==> src/rtl/learn_pkg.sv <==
// Shared types and helpers for the note-by-note practice controller.
// Latency: n/a (types and a pure function only).
// Backpressure: n/a.
package learn_pkg;

    typedef enum logic [2:0] {
        ST_IDLE,
        ST_PROMPT,
        ST_WAIT,
        ST_ADVANCE,
        ST_DONE
    } state_t;

    localparam int unsigned REST_NOTE = 0;

    // Time band gives the base grade; every `pen` mistakes knocks one level off, floored at 0.
    function automatic logic [1:0] grade(
        input int unsigned sec,
        input int unsigned miss,
        input int unsigned t_a,
        input int unsigned t_b,
        input int unsigned t_c,
        input int unsigned pen
    );
        int unsigned base;
        int unsigned cut;
        if (sec < t_a)      base = 3;
        else if (sec < t_b) base = 2;
        else if (sec < t_c) base = 1;
        else                base = 0;
        cut = miss / pen;
        return (base > cut) ? 2'(base - cut) : 2'd0;
    endfunction

endpackage

==> src/rtl/sec_timer.sv <==
// Elapsed-seconds timer: prescaler of TICK_DIV cycles feeding a saturating seconds counter.
// Latency: sec updates the cycle after the prescaler wraps; clr takes effect next cycle.
// Backpressure: none; en gates counting, clr has priority over en.
module sec_timer #(
    parameter int unsigned TICK_DIV = 100000000,
    parameter int unsigned TIME_W   = 16
) (
    input  logic              clk,
    input  logic              rst,
    input  logic              clr,
    input  logic              en,
    output logic [TIME_W-1:0] sec
);

    localparam int unsigned     PRE_W   = (TICK_DIV > 1) ? $clog2(TICK_DIV) : 1;
    localparam logic [PRE_W-1:0] PRE_MAX = PRE_W'(TICK_DIV - 1);

    logic [PRE_W-1:0]  pre_q, pre_d;
    logic [TIME_W-1:0] sec_q, sec_d;

    always_comb begin
        pre_d = pre_q;
        sec_d = sec_q;
        if (clr) begin
            pre_d = '0;
            sec_d = '0;
        end else if (en) begin
            if (pre_q == PRE_MAX) begin
                pre_d = '0;
                if (sec_q != '1) sec_d = sec_q + 1'b1;
            end else begin
                pre_d = pre_q + 1'b1;
            end
        end
    end

    always_ff @(posedge clk or negedge rst) begin
        if (!rst) begin
            pre_q <= '0;
            sec_q <= '0;
        end else begin
            pre_q <= pre_d;
            sec_q <= sec_d;
        end
    end

    assign sec = sec_q;

endmodule

==> src/rtl/learn_mode_ctrl.sv <==
// Practice controller: prompts each song note on the buzzer, waits for the matching key, grades the run.
// Latency: one cycle per state step; prompt lasts lib_duration cycles (0 treated as 1); ADVANCE is one cycle.
// Backpressure: none; start restarts from any state and wins over a simultaneous press or expiry.
module learn_mode_ctrl
    import learn_pkg::*;
#(
    parameter int unsigned NOTE_W   = 4,
    parameter int unsigned IDX_W    = 5,
    parameter int unsigned SONG_LEN = 25,
    parameter int unsigned DUR_W    = 26,
    parameter int unsigned TICK_DIV = 100000000,
    parameter int unsigned TIME_W   = 16,
    parameter int unsigned MISS_W   = 8,
    parameter int unsigned T_A      = 30,
    parameter int unsigned T_B      = 60,
    parameter int unsigned T_C      = 80,
    parameter int unsigned MISS_PEN = 4
) (
    input  logic              clk,
    input  logic              rst,
    input  logic              start,
    input  logic [NOTE_W-1:0] key_code,
    input  logic              key_valid,
    output logic [IDX_W-1:0]  lib_index,
    input  logic [NOTE_W-1:0] lib_note,
    input  logic [DUR_W-1:0]  lib_duration,
    output logic [NOTE_W-1:0] note_to_play,
    output logic              play_note,
    output logic              note_buzzed,
    output logic              busy,
    output logic              done,
    output logic [TIME_W-1:0] elapsed_sec,
    output logic [MISS_W-1:0] mistakes,
    output logic [1:0]        level
);

    if (SONG_LEN < 1 || SONG_LEN > (2**IDX_W) - 1) begin : g_bad_song_len
        $error("learn_mode_ctrl: SONG_LEN out of range for IDX_W");
    end
    if (MISS_PEN < 1) begin : g_bad_miss_pen
        $error("learn_mode_ctrl: MISS_PEN must be at least 1");
    end

    localparam logic [IDX_W-1:0] LAST_IDX = IDX_W'(SONG_LEN - 1);

    state_t            state_q, state_d;
    logic [IDX_W-1:0]  idx_q, idx_d;
    logic [DUR_W-1:0]  cnt_q, cnt_d;
    logic [MISS_W-1:0] miss_q, miss_d;
    logic [1:0]        lvl_q, lvl_d;
    logic              key_prev_q, key_prev_d;
    logic              entry_q, entry_d;
    logic              adv_seen_q, adv_seen_d;

    logic [DUR_W-1:0]  dur_eff;
    logic              expire;
    logic              press;
    logic              key_hit;
    logic              is_rest;
    logic              in_prompt;
    logic              timer_en;

    assign dur_eff   = (lib_duration == '0) ? DUR_W'(1) : lib_duration;
    assign expire    = (cnt_q == dur_eff - 1'b1);
    assign press     = key_valid & ~key_prev_q;
    assign key_hit   = (key_code == lib_note);
    assign is_rest   = (lib_note == NOTE_W'(REST_NOTE));
    assign in_prompt = (state_q == ST_PROMPT);

    always_comb begin
        state_d    = state_q;
        idx_d      = idx_q;
        cnt_d      = cnt_q;
        miss_d     = miss_q;
        lvl_d      = lvl_q;
        entry_d    = 1'b0;
        adv_seen_d = adv_seen_q;
        key_prev_d = key_valid;

        if (start) begin
            state_d    = ST_PROMPT;
            idx_d      = '0;
            cnt_d      = '0;
            miss_d     = '0;
            lvl_d      = 2'd0;
            entry_d    = 1'b1;
            adv_seen_d = 1'b0;
        end else begin
            case (state_q)
                ST_IDLE: ;
                ST_PROMPT: begin
                    if (expire) begin
                        cnt_d   = '0;
                        state_d = is_rest ? ST_ADVANCE : ST_WAIT;
                    end else begin
                        cnt_d = cnt_q + 1'b1;
                    end
                end
                ST_WAIT: begin
                    if (press) begin
                        if (key_hit)            state_d = ST_ADVANCE;
                        else if (miss_q != '1)  miss_d  = miss_q + 1'b1;
                    end
                end
                ST_ADVANCE: begin
                    adv_seen_d = 1'b1;
                    if (idx_q == LAST_IDX) begin
                        state_d = ST_DONE;
                        lvl_d   = grade(32'(elapsed_sec), 32'(miss_q), T_A, T_B, T_C, MISS_PEN);
                    end else begin
                        idx_d   = idx_q + 1'b1;
                        cnt_d   = '0;
                        entry_d = 1'b1;
                        state_d = ST_PROMPT;
                    end
                end
                ST_DONE: ;
                default: state_d = ST_IDLE;
            endcase
        end
    end

    always_ff @(posedge clk or negedge rst) begin
        if (!rst) begin
            state_q    <= ST_IDLE;
            idx_q      <= '0;
            cnt_q      <= '0;
            miss_q     <= '0;
            lvl_q      <= 2'd0;
            key_prev_q <= 1'b0;
            entry_q    <= 1'b0;
            adv_seen_q <= 1'b0;
        end else begin
            state_q    <= state_d;
            idx_q      <= idx_d;
            cnt_q      <= cnt_d;
            miss_q     <= miss_d;
            lvl_q      <= lvl_d;
            key_prev_q <= key_prev_d;
            entry_q    <= entry_d;
            adv_seen_q <= adv_seen_d;
        end
    end

    // The clock only starts once the first note is cleared, and stops as the run leaves busy.
    assign timer_en = busy & (adv_seen_q | (state_q == ST_ADVANCE));

    sec_timer #(
        .TICK_DIV (TICK_DIV),
        .TIME_W   (TIME_W)
    ) u_sec_timer (
        .clk (clk),
        .rst (rst),
        .clr (start),
        .en  (timer_en),
        .sec (elapsed_sec)
    );

    assign lib_index    = idx_q;
    assign busy         = (state_q == ST_PROMPT) | (state_q == ST_WAIT) | (state_q == ST_ADVANCE);
    assign done         = (state_q == ST_DONE);
    assign note_buzzed  = in_prompt & entry_q;
    assign play_note    = in_prompt & ~is_rest;
    assign note_to_play = in_prompt ? lib_note : '0;
    assign mistakes     = miss_q;
    assign level        = done ? lvl_q : 2'd0;

endmodule

==> config.mk <==
export PLATFORM = sky130hd
export DESIGN_NAME = learn_mode_ctrl
export DESIGN_NICKNAME = d
export VERILOG_FILES = /design/src/rtl/learn_pkg.sv /design/src/rtl/sec_timer.sv /design/src/rtl/learn_mode_ctrl.sv
export SDC_FILE = /design/constraint.sdc
export NUM_CORES = 1
export LEC_CHECK = 0
export CAP_MARGIN = 0
export CORE_ASPECT_RATIO = 1.5
export CORE_MARGIN = 3
export CORE_UTILIZATION = 56
export CTS_CLUSTER_SIZE = 12
export DETAILED_ROUTE_END_ITERATION = 7
export PLACE_DENSITY = 0.92
export SYNTH_ARGS = -nofsm -noshare
export SYNTH_HDL_FRONTEND = slang
export SYNTH_SLANG_ARGS = --single-unit
==> constraint.sdc <==
create_clock -name clk -period 3.2 [get_ports clk]
set_input_delay 0.96 -clock clk [delete_from_list [all_inputs] [get_ports clk]]
set_output_delay 0.96 -clock clk [all_outputs]
set_load 0.02 [all_outputs]
==> run summary <==
The transition at the pin with the smallest max-transition slack was 0.539 ns. The start point of the worst hold path is u_sec_timer.pre_q[25]$_DFFE_PN0P_. The number of max-slew violations in the final report is 0. Type of element capturing the critical path: a register.

The worst setup slack before clock tree synthesis is -1.93 ns, and the hold violation count in the final report is 0. At the worst endpoint, the required time is 3.42 ns. The worst hold path endpoint is u_sec_timer.pre_q[25]$_DFFE_PN0P_. The final worst slack is -1.24 ns. The post-route netlist has 24.6% of its cells at a drive strength greater than 1. Registers are responsible for 46.3% of the overall power. The first TritonRoute pass finished after 6 iterations.

The floorplan step set the die width to 89.5 um. The final critical-path required period is 4.44 ns. The top cell types in the final layout, fill and taps aside, are sky130_fd_sc_hd__buf_4, sky130_fd_sc_hd__dfrtp_1, sky130_fd_sc_hd__nor2_1, sky130_fd_sc_hd__nand2_1, sky130_fd_sc_hd__clkdlybuf4s50_1. The region available for standard cell placement spans 10200 um^2. Share of the clock period used by the worst path: 139%. The largest net degree at the start of global routing was 91. For this run the aggregate overflow at the end of global routing stands at 0.

The switching power is 666 uW, and the count of nets left with antenna violations after detail routing is 0. The clock share of power is 39.0%, and the total power is 2520 uW. The flow ran to the end, but the final reports show violations. Clock transition at the registers of the reported paths: 0.06 ns. Initial antenna violation count: 0.

The data arrival time of the worst path was 4.66 ns. The later-pin clock latency in the skew report was 0.34 ns. The run gives 60 as the unique cell type count in the Yosys netlist.

Counting along the longest clock path gives a buffer depth of 2. The count of buffers added on input and output ports is 76. Cell internal power was estimated by the tool at 1850 uW.

The final net count was 913. The maximum fanout encountered on the critical timing path was 6; the number of fill cells was 582. The clock tree synthesis step divided the H-tree into 3 levels. The min-delay analysis places its worst path in the category register to register. The power per standard cell area is 308 nW/um^2. TritonCTS built the clock tree.

Setup violations remaining at the end of the flow were counted as 28. The reg-to-reg startpoint is cnt_q[1]$_DFFE_PN0P_. The run gives 6464 as the number of global-route vias before repair. The tools report the fraction of power consumed by combinational cells as 14.7%. VDD sags by at most 0.230 mV. The Yosys step of the flow raised 0 warnings. For the worst flop-to-flop path, the logic depth is 9. The CTS sink count was 90; the share of flip-flops with an asynchronous set or reset after synthesis was 100%. The synthesized design contains 90 register bits. The top-level I/O count was 77; the number of max-cap violations was 0.

The height of the chip is 131 um. The run gives 57.5% as the effective utilization at floorplan. Most common library cell in the layout ignoring fill and taps: sky130_fd_sc_hd__buf_4.

In this run switching power makes up 26.4% of total power. The post-synth net total is 745. For the number of remaining DRC errors, the log shows 0.

STA classifies the critical path startpoint as an input pin. The tools report the maximum clock rate as 225 MHz. The wire length of the first global-routing pass came out at 31.3 mm. The sequential-to-total area share from yosys stat was 38.4%.

Setup repair after global routing could not meet its margin everywhere. The violation count after the first detailed-routing iteration is 586. For this design the static power due to leakage is 0.00345 uW. Compared with the post-synthesis result, the final layout area differs by 39.6%. The checks that failed: negative setup slack.

Flip-flop cell with the highest count after synthesis: sky130_fd_sc_hd__dfrtp_1. Routability-driven placement finished with a final weighted congestion of 1.01. The synthesized design contains 0 enable-type register cells. Detailed placement ended at an HPWL of 13.2 mm. 0 antenna diodes ended up in the layout. The detail-routed via count per cell was 6.59. Mean instance size in the synthesized netlist: 8.41 um^2.

The final routed wire length divided by cell count is 20.5 um, and the post-detailed-routing wire length is 20.7 mm. The vias after detailed routing is 6663, and the slack of the worst reg-to-reg path is 0.02 ns. The buffer cell driving the clock tree root was sky130_fd_sc_hd__clkbuf_16. TritonCTS created 9 clock buffers. Across every metal layer, demand over resource in global routing totals 33.7%. The floorplan step defined a die boundary enclosing 11800 um^2. The run gives 45 as the number of standard-cell rows in the floorplan. The tools report the capture instance of the worst register-to-register path as cnt_q[22]$_DFFE_PN0P_.

The count of cells along the worst hold path is 1. The run gives 5860 um^2 as the summed instance area of the synthesized netlist. The critical path in this run is classified as input pin to register. In this run the tightest slew margin relative to its limit is 63.9%. The number of instances in the synthesized netlist came out at 697.

Clock skew on the completed layout was measured at 0.00996 ns.
[worst max path at each step]
stage | cells past startpoint | slack, ns | from | endpoint
floorplan | 17 | -1.35 | lib_duration[4] | cnt_q[19]$_DFFE_PN0P_
global placement | 12 | -1.81 | lib_duration[7] | cnt_q[10]$_DFFE_PN0P_
detailed placement | 15 | -1.93 | lib_duration[22] | cnt_q[12]$_DFFE_PN0P_
finish | 17 | -1.24 | lib_duration[21] | cnt_q[6]$_DFFE_PN0P_
global route | 16 | -1.30 | lib_duration[21] | cnt_q[18]$_DFFE_PN0P_
CTS | 16 | -1.26 | lib_duration[21] | cnt_q[14]$_DFFE_PN0P_
[through the flow]
step | hold slack [ns] | setup TNS (ns) | cells | instance area [um^2] | util, %
after floorplan | 0.445 | -33.39 | 697 | 5990 | -
after global placement | 0.467 | -48.19 | 975 | 7470 | 73.3
after detailed placement | 0.487 | -50.54 | 975 | 7470 | 73.3
after CTS | 0.518 | -32.96 | 1002 | 7970 | 78.2
after global routing | 0.546 | -34.56 | 1011 | 8180 | 80.3
final | 0.524 | -32.78 | 1011 | 8180 | 80.3
[routing by layer]
layer	part of all wire (%)	global-route usage (%)	up-vias
met4	8.5	22.5	0
met5	0	0	-
met1	34	37.2	3158
met2	50	55.7	470
li1	-	-	2870
met3	7.8	7.59	165
[cell type report]
| cell class | count | area (um^2) | share of cell area (%) |
|---|---|---|---|
| clock buffers | 10 | 229 | 2.80 |
| clock inverters | 6 | 40.0 | 0.489 |
| inverters | 17 | 63.8 | 0.780 |
| multi-input cells | 564 | 3830 | 46.8 |
| flip-flops and latches | 90 | 2250 | 27.5 |
| well taps | 141 | 176 | 2.16 |
| repair buffers | 183 | 1590 | 19.5 |
[power groups by stage]
stage | logic [uW] | clock network, uW | registers (uW)
4_1_cts | 341 | 978 | 1160
6_report | 372 | 983 | 1170
3_3_place_gp | 323 | 0 | 1180
3_5_place_dp | 331 | 0 | 1190
5_1_grt | 398 | 1040 | 1170
2_1_floorplan | 124 | 0 | 1190
[flip-flops by register name (all words and copies together), names as in the netlist]
signal and flops:
lvl_q 2, key_prev_q 1, u_sec_timer.sec 16, state_q 3, cnt_q 26, lib_index 5
adv_seen_q 1, u_sec_timer.pre_q 27, mistakes 8, entry_q 1
[repair_timing]
item / CTS / global route
pin swaps: 25 / 33
setup endpoints to repair: 32 / 29
hold buffers: 0 / 0
gates cloned: 3 / 1
buffers inserted: 8 / 8
gates resized for setup: 82 / 82
[cell usage after synthesis (13+ instances only)]
cell / instances / share of area (%)
sky130_fd_sc_hd__a21oi_1: 26 / 2.2
sky130_fd_sc_hd__nand2_1: 76 / 4.9
sky130_fd_sc_hd__nor2_1: 87 / 5.6
sky130_fd_sc_hd__nand4_1: 19 / 2.0
sky130_fd_sc_hd__inv_1: 17 / 1.1
sky130_fd_sc_hd__nor4_1: 15 / 1.6
sky130_fd_sc_hd__nand3_1: 44 / 3.8
sky130_fd_sc_hd__clkbuf_1: 23 / 1.5
sky130_fd_sc_hd__dfrtp_1: 90 / 38
sky130_fd_sc_hd__xor2_1: 32 / 4.8
sky130_fd_sc_hd__or4_1: 13 / 1.7
sky130_fd_sc_hd__nor3_1: 16 / 1.4
sky130_fd_sc_hd__xnor2_1: 33 / 4.9
sky130_fd_sc_hd__and3_1: 17 / 1.8
sky130_fd_sc_hd__o21ai_0: 39 / 3.3
[critical path: stages]
cell and delay, ns:
sky130_fd_sc_hd__buf_6 0.09, sky130_fd_sc_hd__or4_4 0.56, sky130_fd_sc_hd__or4_4 0.45, sky130_fd_sc_hd__nor2_4 0.11, sky130_fd_sc_hd__a21oi_2 0.06, sky130_fd_sc_hd__ha_2 0.18
sky130_fd_sc_hd__or3b_4 0.25, sky130_fd_sc_hd__buf_6 0.10, sky130_fd_sc_hd__buf_4 0.11, sky130_fd_sc_hd__nor4_2 0.05, sky130_fd_sc_hd__xnor2_1 0.15, sky130_fd_sc_hd__or4_4 0.54
sky130_fd_sc_hd__nor4_4 0.33, sky130_fd_sc_hd__a21oi_4 0.19, sky130_fd_sc_hd__buf_12 0.18, sky130_fd_sc_hd__a21o_1 0.15, sky130_fd_sc_hd__a22o_1 0.19
[kinds of logic (layout without fill, tap and decap cells)]
logic type,count (synthesis),count (layout),share of synthesized area [%]
buffers and inverters,45,216,3.10
adders and majority gates,10,10,2.26
and+or+nand+nor,352,353,30.8
AOI/OAI and AO/OA,126,127,14.1
DFF,90,90,38.4
muxes,9,9,1.58
xor gates and xnor gates,65,65,9.72
Power figures use the tool's default switching activity.
